==> src/rtl/pipe_stage_skid.sv <==
// pipe_stage_skid: one pipeline stage carrying a payload plus control bits,
// with valid/ready handshakes on both sides.
//   SKID=1 : two-entry skid buffer (head + skid). in_ready comes straight from
//            a flop, so there is no combinational path from out_ready to in_ready.
//   SKID=0 : single register. in_ready = !out_valid || out_ready.
// Ports:
//   clk, rst                 clock (rising edge), asynchronous active-high reset
//   flush                    synchronous kill of every held entry and of the offered beat
//   in_valid/in_ready        upstream handshake; in_data/in_ctrl carry the payload
//   out_valid/out_ready      downstream handshake; out_data/out_ctrl show the head
//   occupancy                number of entries held (0..2)
//   stall_cnt                saturating count of cycles with out_valid=1 and out_ready=0
module pipe_stage_skid #(
  parameter int DATA_W = 32,
  parameter int CTRL_W = 8,
  parameter int SKID   = 1,
  parameter int CNT_W  = 16
) (
  input  logic              clk,
  input  logic              rst,
  input  logic              flush,
  input  logic              in_valid,
  output logic              in_ready,
  input  logic [DATA_W-1:0] in_data,
  input  logic [CTRL_W-1:0] in_ctrl,
  output logic              out_valid,
  input  logic              out_ready,
  output logic [DATA_W-1:0] out_data,
  output logic [CTRL_W-1:0] out_ctrl,
  output logic [1:0]        occupancy,
  output logic [CNT_W-1:0]  stall_cnt
);

  typedef enum logic [1:0] {EMPTY = 2'd0, ONE = 2'd1, TWO = 2'd2} state_t;

  state_t              state_p0, state_nxt;
  logic                vld_p0;
  logic                rdy_p0;
  logic [DATA_W-1:0]   head_data_p0, skid_data_p0;
  logic [CTRL_W-1:0]   head_ctrl_p0, skid_ctrl_p0;
  logic                accept, drain;
  logic                head_ld, head_from_skid, skid_ld;

  function automatic logic [CNT_W-1:0] sat_inc(input logic [CNT_W-1:0] v);
    return (&v) ? v : v + 1'b1;
  endfunction

  assign vld_p0    = (state_p0 != EMPTY);
  assign out_valid = vld_p0;
  assign occupancy = state_p0;
  assign out_data  = head_data_p0;
  // Stale control bits stay in the head register after a drain; mask them.
  assign out_ctrl  = vld_p0 ? head_ctrl_p0 : '0;
  assign in_ready  = (SKID != 0) ? rdy_p0 : (!vld_p0 || out_ready);

  assign accept = in_valid && in_ready;
  assign drain  = vld_p0 && out_ready;

  // Next state and load enables. With SKID=0 an accept while ONE always
  // coincides with a drain, so TWO is never reached.
  always_comb begin
    state_nxt      = state_p0;
    head_ld        = 1'b0;
    head_from_skid = 1'b0;
    skid_ld        = 1'b0;
    if (flush) begin
      state_nxt = EMPTY;
    end else begin
      case (state_p0)
        EMPTY: begin
          if (accept) begin
            state_nxt = ONE;
            head_ld   = 1'b1;
          end
        end
        ONE: begin
          if (accept && drain) begin
            head_ld = 1'b1;
          end else if (accept) begin
            state_nxt = TWO;
            skid_ld   = 1'b1;
          end else if (drain) begin
            state_nxt = EMPTY;
          end
        end
        TWO: begin
          if (drain) begin
            state_nxt      = ONE;
            head_from_skid = 1'b1;
          end
        end
        default: state_nxt = EMPTY;
      endcase
    end
  end

  // Stage p0: control state
  always_ff @(posedge clk or posedge rst) begin
    if (rst) begin
      state_p0  <= EMPTY;
      rdy_p0    <= 1'b0;
      stall_cnt <= '0;
    end else begin
      state_p0 <= state_nxt;
      rdy_p0   <= (state_nxt != TWO);
      if (vld_p0 && !out_ready) begin
        stall_cnt <= sat_inc(stall_cnt);
      end
    end
  end

  // Stage p0: payload registers, written only on a load
  always_ff @(posedge clk or posedge rst) begin
    if (rst) begin
      head_data_p0 <= '0;
      head_ctrl_p0 <= '0;
      skid_data_p0 <= '0;
      skid_ctrl_p0 <= '0;
    end else if (flush) begin
      head_ctrl_p0 <= '0;
      skid_ctrl_p0 <= '0;
    end else begin
      if (head_ld) begin
        head_data_p0 <= in_data;
        head_ctrl_p0 <= in_ctrl;
      end else if (head_from_skid) begin
        head_data_p0 <= skid_data_p0;
        head_ctrl_p0 <= skid_ctrl_p0;
      end
      if (skid_ld) begin
        skid_data_p0 <= in_data;
        skid_ctrl_p0 <= in_ctrl;
      end
    end
  end

endmodule

==> config.mk <==
export PLATFORM = sky130hd
export DESIGN_NAME = pipe_stage_skid
export DESIGN_NICKNAME = d
export VERILOG_FILES = /design/src/rtl/pipe_stage_skid.sv
export SDC_FILE = /design/constraint.sdc
export NUM_CORES = 1
export LEC_CHECK = 0
export CAP_MARGIN = 20
export CELL_PAD_IN_SITES_DETAIL_PLACEMENT = 0
export CELL_PAD_IN_SITES_GLOBAL_PLACEMENT = 1
export CORE_MARGIN = 2
export CORE_UTILIZATION = 41
export DETAILED_ROUTE_END_ITERATION = 6
export DONT_BUFFER_PORTS = 1
export PLACE_DENSITY = 0.71
export SYNTH_ARGS = -nofsm -noshare
export SYNTH_HDL_FRONTEND = slang
export SYNTH_SLANG_ARGS = --single-unit
==> constraint.sdc <==
create_clock -name clk -period 3.45 [get_ports clk]
set_input_delay 0.5175 -clock clk [delete_from_list [all_inputs] [get_ports clk]]
set_output_delay 0.5175 -clock clk [all_outputs]
set_load 0.02 [all_outputs]
# Word level (Yosys, flattened, before mapping)
# Index checks and enable logic that the tools add are counted.
[classes]
muxes = 25
bitwise = 2
n_addsub = 1
n_eq_ne = 3
reduce_logical = 14
[ops]
columns = ["cell", "n"]
rows = [
  ["2-to-1 mux 32 bit", 2],
  ["2-to-1 mux 8 bit", 6],
  ["adder 16 x 1 -> 16 bit (second input constant)", 1],
  ["AND reduction 16 bit", 1],
  ["2-to-1 mux 2 bit", 6],
  ["2-to-1 mux 1 bit", 9],
  ["one-hot mux 2 bit (3 select lines)", 1],
  ["AND reduction 2 bit", 3],
  ["nonzero test 2 bit", 3],
  ["logical AND 1 bit", 4],
  ["nonzero test 3 bit", 1],
  ["== test 2 x 1 -> 1 bit (second input constant)", 1],
  ["== test 2 bit (second input constant)", 1],
  ["zero test 2 bit", 1],
  ["inequality test 2 bit (second input constant)", 1],
  ["inverter 1 bit", 2],
  ["one-hot mux 1 bit (2 select lines)", 1],
  ["zero test 1 bit", 1],
]
[word_totals]
elab_cells = 52
register_bits = 99
out_inout_bits = 60
inputBits = 45

# Longest topological paths before layout
# Gate-level depths: netlist of the first run.
[logic_depth]
ltp_word = 8
ltp_mapped = 5
mapped_depth_nobuf = 5

# Least setup slack after synthesis of the first run
# Ideal clock, no wire load.
[synth_path]
path_type = "reg-to-reg"
start = "register stall_cnt[0]"
end = "register stall_cnt[1]"
synth_period_minus_slack_ps = 1655
t_arrival_ps = 1530
setup_time_ps = 125
path_stages_with_launch = 6
n_path_buf = 0
required_time_ps = 3325
setup_slack_ps = 1795
cell_sequence = "dfrtp_1 > ha_1 > nand3_1 > nor3_2 > a21oi_1 > mux2_2"
[synth_via]
elab_chain_cells = 3
elab_cells_between_ends = 4
classes_between = "add/sub (1); bitwise (1); reduce/logical (2)"
[synth_lines]
columns = ["item", "line", "source"]
rows = [
  ["from (decl)", "31", "output logic [CNT_W-1:0] stall_cnt"],
  ["from (signal assigned)", "107", "stall_cnt <= sat_inc(stall_cnt);"],
  ["branches (longest 3 deep; another with adder 16 x 1 -> 16 bit)", "n/a", ""],
]
# Several ways; the timed one is not identified.
# A chain may end at the register's enable or synchronous reset.

# Worst setup path after layout of the first run
[layout_path]
start = "register state_p0[0] (netlist: occupancy[0])"
end = "output out_ctrl[6]"
[layout_via]
elab_chain_cells = 2
[layout_lines]
columns = ["item", "line", "source"]
rows = [
  ["from (decl)", "36", "state_t state_p0, state_nxt;"],
  ["from (signal assigned)", "104", "state_p0 <= state_nxt;"],
  ["nonzero test 2 bit", "48", "assign vld_p0 = (state_p0 != EMPTY);"],
  ["2-to-1 mux 8 bit", "53", "assign out_ctrl = vld_p0 ? head_ctrl_p0 : '0;"],
  ["to (decl)", "29", "output logic [CTRL_W-1:0] out_ctrl,"],
]
# Every way passes these cells.

==> reports/results.tsv, run 1 <==
metric	value	unit
Sw Share	30.45	%
Slew Limit Headroom	42.00	%
Final setup viols	0	
met2 wire length	4.383	mm
Bufs and invs on worst path	0	
clock share of power	25.9	%
Die Ht	107.6	um
Syn. warnings	0	
fin crit share	68.61	%
Req. time, crit path	2.93	ns
peak supply drop	0.3084	mV
I/O pin cnt	105	
synthesized cell area	4404	um2
Initial DRT Pass Iterations	4	
routed wire length	8.900	mm
Worst path top cell family by delay	simple AND/OR/NAND/NOR gates	
proportion of layout cells with a drive suffix above 1	18.08	%
die area	11590	um2
largest buffer count on any clock path	2	
CTS sink count	99	
startpoint types	flop	
ys flop type	dfrtp_1	
first-pass GRT wire length	14.71	mm
CP Data Arrival Time	1.85	ns
CTS tree	built	
Final Skew	0.008087	ns
highest clock rate	422.5	MHz
routed len/inst	18.58	um
HPWL after DPL	6.083	mm
Core Util, Final	45.19	%
clk slew on worst S/H paths	0.09	ns
Setup crit end kind	output port	
hold_buf cts	0	
outcome	complete, no violations	
row count	37	
Slowest-stage cell, CP	nor2_1	
sequential power share	61.0	%
leakage	2.174	nW
min Tclk post-route	2.367	ns
post-synthesis cell count	340	
vias in the first global route	2721	
Met3 Wirelength	698	um
via density per instance	5.509	
initial antenna violation count	0	
Hold Path Class	in2reg	
setup_tns	0	ns
FF+latch count, synth	99	
Port Buf Inserts	0	
Int Power	0.001937	W
clk_lat worst skew	0.35	ns
Iter 0 DRT Violations	74	
max layer used	met4	
Slew Viols, Final	0	
Avg Inst Size Synth	12.95	um2
Slew @ Worst Pin	0.8700	ns
largest net degree at the start of global routing	73	
CTS root buf	clkbuf_8	
DRT met1 WL	3.717	mm
worst-path cell chain	nor2_1 -> nor2b_1	
drt drc	0	
register area share after synthesis	56.25	%
Ant. Diodes	0	
grt total ovfl	0	
Max H-tree Level	3	
Crit path largest cell delay	0.66	ns
Max-cap violations	0	
RSZ-0062 raised after global routing	false	
post_cts resized	0	
setup bufs post-CTS	0	
GRT Total Usage	16.41	%
Layout area overhead	6.392	%
number of synthesized flops with an enable pin	0	
Comb pwr share	13.0	%
Core Area	10370	um2
crit path max fanout	10	
CTS Buf Count	9	
Die X	107.6	um
net switching power	0.0008480	W
initial cell density of the core	42.47	%
final hold violations	0	
Cell variety after synth	48	
routability cong.	0.7265	
critical path class	reg2out	
Final #Nets	386	
number of routed nets with antenna violations	0	
pwr dens	594.3	nW/um2
vias	2639	
Async S/R FF share, synth	100.0	%
syn nets	386	
==> synthesized netlist by cell type, types with 5 or more instances <==
library cell,n,area share (%)
mux2_1,6,1.5
mux2i_1,18,4.1
nor2_1,22,1.9
nand2_1,9,0.77
nor2b_1,8,1.1
xnor2_1,7,1.4
dfrtp_1,99,56
a21o_1,32,5.5
mux2_2,28,7.2
a22o_1,32,6.4
buf_2,8,0.91
a211oi_1,9,1.5
a21oi_1,5,0.57
==> state kept, by name, indices dropped and copies added (netlist names) <==
signal	count
skid_ctrl_p0	8
stall_cnt	16
skid_data_p0	32
out_data	32
in_ready	1
occupancy	2
head_ctrl_p0	8
==> power by group through the flow <==
stage                     logic [W]  registers, W  clock network (W)
after floorplan            0.000320       0.00167                  0
after global placement     0.000353       0.00171                  0
after detailed placement   0.000370       0.00173                  0
after CTS                  0.000372       0.00170           0.000750
after global routing       0.000414       0.00174           0.000799
final                      0.000363       0.00170           0.000722
==> worst paths after layout <==
kind / from / slack, ns / depth (start not counted) / to
min in group asynchronous: rst / 0.23 / 1 / stall_cnt[0]
max reg2reg: occupancy[0] / 1.37 / 4 / out_data[2]
max in group asynchronous: rst / 2.48 / 2 / out_data[5]
max: occupancy[0] / 1.08 / 2 / out_ctrl[6]
min reg2reg: skid_data_p0[26] / 0.50 / 1 / skid_data_p0[26]
min: flush / 0.22 / 1 / skid_ctrl_p0[1]
==> through the flow <==
stage | hold WS [ns] | worst slack [ns] | total power [W] | area (um2) | std cells
5_1_grt | 0.1805 | 0.9432 | 0.002949 | 4686 | 479
3_3_place_gp | 0.4679 | 1.411 | 0.002068 | 4503 | 465
3_5_place_dp | 0.4804 | 1.368 | 0.002098 | 4503 | 465
2_1_floorplan | 0.4585 | 0.3421 | 0.001992 | 4404 | 340
6_report | 0.2168 | 1.083 | 0.002785 | 4686 | 479
4_1_cts | 0.1941 | 1.074 | 0.002825 | 4686 | 479
==> cell usage in the layout, fill, tap and decap left out, drive strengths merged, types with 9 or more instances in the layout <==
cell type and n:
dfrtp 99, mux2 34, a22o 32, a21o 32, nor2 24, mux2i 18, clkbuf 12, nand2 9
a211oi 9, nor2b 9
==> layout make-up <==
cell class / count / area (um2)
fill: 980 / 5684
clock buffer: 12 / 145.1
sequential: 99 / 2477
tap: 136 / 170.2
clock inverter: 2 / 37.54
inverter: 4 / 17.52
timing repair buffer: 6 / 45.04
multi-input combinational: 220 / 1793
==> cells by family (layout without fill, tap and decap cells) <==
family / Yosys count / in the layout / synth area share [%]
and+or+nand+nor: 70 / 70 / 10.17
DFF: 99 / 99 / 56.25
adders and majority gates: 1 / 1 / 0.2840
muxes: 52 / 52 / 12.78
xor gates and xnor gates: 9 / 9 / 1.790
AOI/OAI and AO/OA: 88 / 88 / 15.68
buffers and inverters: 21 / 24 / 3.040
==> worst register-to-register path: cells and delay by family, from the launching register on <==
kind            cells  cell delay [ns]
compound gates      1             0.24
buf+inv             1             0.27
flops               1             0.55
simple gates        2             0.93
==> metal layers <==
metal / up-vias / track usage, %
met3: 10 / 6.416
met2: 76 / 26.10
met4: 0 / 5.220
met1: 1311 / 20.57
li1: 1242 / -
met5: - / 0
(Power assumes the default switching activity.)
==> run 2, diff against run 1 <==
==> constraint.sdc (replaced) <==
create_clock -name clk -period 2.4 [get_ports clk]
set_input_delay 0.36 -clock clk [delete_from_list [all_inputs] [get_ports clk]]
set_output_delay 0.36 -clock clk [all_outputs]
set_load 0.02 [all_outputs]
==> run 2 against run 1 <==
Against the previous run:
- design area rose by 1.9%
- die area did not move
- wire length fell by 0.52%
- clock power rose by 69%
- register-to-register slack got worse by 0.86 ns
- non-clock buffer count rose by 5
- first-iteration DRC count rose by 31%
- critical path type unchanged
- highest routed layer unchanged
==> reports/results.tsv, run 2 (synthesis results as in run 1) <==
metric	value	unit
outcome	complete, no violations	
min Tclk post-route	1.997	ns
routability cong.	0.7668	
first-pass GRT wire length	14.67	mm
highest clock rate	500.8	MHz
GRT Total Usage	16.12	%
Core Util, Final	46.03	%
Iter 0 DRT Violations	97	
critical path class	reg2out	
initial cell density of the core	42.47	%
CTS root buf	clkbuf_8	
placed cells	470	
Slew Viols, Final	0	
I/O pin cnt	105	
Final setup viols	0	
Core Area	10370	um2
non-filler cells, final	486	
grt total ovfl	0	
hold_buf cts	0	
setup bufs post-CTS	0	
Max-cap violations	0	
setup_tns	0	ns
vias in the first global route	2837	
largest buffer count on any clock path	2	
CTS sink count	99	
row count	37	
fin crit share	83.20	%
via density per instance	5.562	
Die X	107.6	um
die area	11590	um2
commonest non-fill, non-tap cell in the layout	dfrtp_1	
drt drc	0	
Slew @ Worst Pin	0.7776	ns
Die Ht	107.6	um
final hold violations	0	
dpl cell area	4542	um2
routed len/inst	18.22	um
pwr dens	878.1	nW/um2
Hold Path Class	in2async	
Slew Limit Headroom	48.16	%
reg2reg setup slack	0.51	ns
routed wire length	8.854	mm
Final #Nets	391	
initial antenna violation count	0	
number of routed nets with antenna violations	0	
worst r2r src	stall_cnt[0]	
Setup crit end kind	output port	
Max H-tree Level	3	
CTS tree	built	
CTS Buf Count	9	
clk slew on worst S/H paths	0.10	ns
startpoint types	flop	
Hold Worst Slack	0.005966	ns
Initial DRT Pass Iterations	4	
most frequent cells in the layout	dfrtp_1, a22o_1, a21o_1	
Worst Setup SP	occupancy[1]	
CP Data Arrival Time	1.64	ns
largest net degree at the start of global routing	63	
worst r2r path cells	5	
final instance area	4773	um2
# fillers	948	
FF-to-FF End	stall_cnt[12]	
Req. time, crit path	2.04	ns
Port Buf Inserts	0	
RSZ-0062 raised after global routing	false	
leakage	2.221	nW
peak supply drop	0.6511	mV
vias	2703	
HPWL after DPL	6.054	mm
Ant. Diodes	0	
proportion of layout cells with a drive suffix above 1	20.29	%
crit path max fanout	10	
post_cts resized	0	
Layout area overhead	8.381	%
clk_lat worst skew	0.36	ns
Final Skew	0.01219	ns
run 2: area by class of cell:
cell class | count | area, um2 | area share [%]
inverters | 4 | 18.77 | 0.3932
flip-flops and latches | 99 | 2477 | 51.90
repair buffers | 11 | 82.58 | 1.730
clock inverters | 7 | 107.6 | 2.254
multi-input cells | 220 | 1793 | 37.56
clock buffers | 9 | 123.9 | 2.595
well taps | 136 | 170.2 | 3.565
run 2: worst max-delay path by stage:
| stage | endpoint | slack [ns] | depth (start not counted) |
|---|---|---|---|
| floorplan | stall_cnt[1] | 0.74 | 5 |
| global placement | stall_cnt[12] | 0.54 | 5 |
| detailed placement | stall_cnt[12] | 0.50 | 5 |
| CTS | out_ctrl[1] | 0.35 | 3 |
| global route | out_ctrl[1] | 0.28 | 3 |
| finish | out_ctrl[1] | 0.40 | 3 |
run 2: report_power, final:
part           switching (W)  leakage [nW]  internal, W  total (W)
combinational       0.000235         0.855     0.000294   0.000528
sequential          0.000443          1.25      0.00200    0.00244
clock               0.000617         0.114     0.000608    0.00122
total                0.00129          2.22      0.00290    0.00419
run 2: worst max-delay path, cell delays in order, from the launching register on:
cell,delay (ns)
dfrtp_1,0.62
nor2_1,0.10
buf_4,0.19
nor2b_1,0.37
run 2: metrics by stage:
stage	worst slack (ns)	total power (W)
6_report	0.4033	0.004191
3_3_place_gp	0.5428	0.002981
2_1_floorplan	0.7450	0.002863
5_1_grt	0.2791	0.004428
3_5_place_dp	0.5013	0.003016
4_1_cts	0.3549	0.004249
run 2: layer usage:
metal	vias to the layer above	track usage, %	routed length [um]
met5	-	0	0
met3	8	5.811	714
met2	80	26.59	4224
li1	1256	-	-
met4	0	4.487	88
met1	1359	19.94	3827
==> run 3, diff against run 2 <==
==> constraint.sdc (replaced) <==
create_clock -name clk -period 2 [get_ports clk]
set_input_delay 0.3 -clock clk [delete_from_list [all_inputs] [get_ports clk]]
set_output_delay 0.3 -clock clk [all_outputs]
set_load 0.02 [all_outputs]
==> run 3 against run 2 <==
Against the previous run:
- sequential cell count unchanged
- critical endpoint is now out_ctrl[2]
- setup slack got worse by 0.27 ns
- die area unchanged
- wire length decreased by 0.59%
- highest routed layer unchanged
- sequential share of layout area fell by 1.6 points
==> reports/results.tsv, run 3 (synthesis results as in run 1) <==
metric	value	unit
initial antenna violation count	0	
Hold Path Class	in2reg	
highest clock rate	535.7	MHz
RSZ-0062 raised after global routing	false	
Core Area	10370	um2
worst-path cell chain	buf_4 -> nor2_1 -> buf_4 -> nor2b_1	
GRT Total Usage	16.28	%
row count	37	
Max H-tree Level	3	
proportion of layout cells with a drive suffix above 1	22.16	%
pwr dens	1059	nW/um2
via density per instance	5.539	
initial cell density of the core	42.47	%
CTS root buf	clkbuf_8	
Die Ht	107.6	um
Req. time, crit path	1.70	ns
Port Buf Inserts	0	
Initial DRT Pass Iterations	4	
most frequent cells in the layout	dfrtp_1, a22o_1, a21o_1	
Hold Path Origin	in_data[4]	
Final WS setup	0.1333	ns
# fillers	946	
reg2reg setup slack	0.29	ns
clk_lat worst skew	0.36	ns
largest net degree at the start of global routing	38	
outcome	complete, no violations	
Die X	107.6	um
final hold violations	0	
pre-CTS WS	0.2877	ns
first-pass GRT wire length	14.66	mm
I/O pin cnt	105	
vias	2753	
grt total ovfl	0	
Setup crit end kind	output port	
Slew @ Worst Pin	0.6846	ns
worst r2r path cells	4	
routed wire length	8.802	mm
Final setup viols	0	
vias in the first global route	2824	
Slew Limit Headroom	54.27	%
Worst path top cell family by delay	simple AND/OR/NAND/NOR gates	
worst r2r src	stall_cnt[6]	
die area	11590	um2
drt drc	0	
CTS Buf Count	9	
setup bufs post-CTS	0	
crit path max fanout	8	
Crit path largest cell delay	0.39	ns
HPWL after DPL	6.101	mm
Ant. Diodes	0	
leakage	2.305	nW
min Tclk post-route	1.867	ns
CP Data Arrival Time	1.57	ns
Iter 0 DRT Violations	114	
worst hold stages	1	
CTS sink count	99	
FF-to-FF End	stall_cnt[1]	
fin crit share	93.34	%
Slowest-stage cell, CP	dfrtp_1	
routability cong.	0.7818	
CTS tree	built	
Final #Nets	402	
setup_tns	0	ns
Slew Viols, Final	0	
number of routed nets with antenna violations	0	
Layout area overhead	11.85	%
Final Skew	0.008340	ns
crit-path most repeated cell	buf_4	
clk slew on worst S/H paths	0.09	ns
peak supply drop	0.5324	mV
critical path class	reg2out	
hold endpoint	skid_data_p0[4]	
commonest non-fill, non-tap cell in the layout	dfrtp_1	
routed len/inst	17.71	um
Bufs and invs on worst path	2	
largest buffer count on any clock path	2	
startpoint types	flop	
Max-cap violations	0	
run 3: final cells by class:
class / count / area (um2) / share of cell area (%)
Tap cell: 136 / 170.2 / 3.454
Clock inverter: 5 / 107.6 / 2.184
Multi-Input combinational cell: 220 / 1793 / 36.40
Inverter: 4 / 18.77 / 0.3810
Clock buffer: 11 / 151.4 / 3.073
Timing Repair Buffer: 22 / 207.7 / 4.216
Sequential cell: 99 / 2477 / 50.29
run 3: layer usage:
layer,global-route usage (%),wire length (um),up-vias
met5,0,0,-
li1,-,-,1275
met1,19.20,3631,1394
met3,7.082,848,9
met4,5.403,95,0
met2,26.64,4227,75
run 3: power by group:
| group | leakage [nW] | internal [W] | switching, W | total [W] |
|---|---|---|---|---|
| combinational | 0.922 | 0.000410 | 0.000382 | 0.000791 |
| sequential | 1.25 | 0.00240 | 0.000449 | 0.00285 |
| clock | 0.130 | 0.000906 | 0.000675 | 0.00158 |
run 3: how the worst max path moves through the flow:
stage | from | slack, ns | to | depth (start not counted)
finish | occupancy[1] | 0.13 | out_ctrl[2] | 4
global route | occupancy[1] | 0.006 | out_ctrl[7] | 4
CTS | occupancy[1] | 0.11 | out_ctrl[2] | 4
detailed placement | in_ready | 0.29 | skid_data_p0[2] | 4
global placement | in_ready | 0.32 | skid_data_p0[14] | 4
floorplan | stall_cnt[0] | 0.34 | stall_cnt[1] | 5
run 3: repair_timing:
item / CTS / global route
endpoints found under the hold margin: 44 / 0
gates resized for setup: 0 / 0
hold buffers: 2 / 0
run 3: worst reg2reg max path, cell delays in order, from the launching register on:
cell	delay [ns]
dfrtp_1	0.55
nand3_2	0.21
nor2_1	0.34
a21oi_1	0.20
mux2_2	0.30
run 3: through the flow:
| step | util, % | cells | power [W] | hold slack (ns) | area (um2) |
|---|---|---|---|---|---|
| 6_report | 47.50 | 497 | 0.005219 | 0.07735 | 4926 |
| 5_1_grt | 47.50 | 497 | 0.005515 | 0.05102 | 4926 |
| 4_1_cts | 47.50 | 497 | 0.005306 | 0.05585 | 4926 |
| 3_5_place_dp | 44.81 | 479 | 0.003687 | 0.3097 | 4647 |
| 3_3_place_gp | 44.81 | 479 | 0.003642 | 0.3088 | 4647 |
| 2_1_floorplan | - | 340 | 0.003436 | 0.4307 | 4408 |
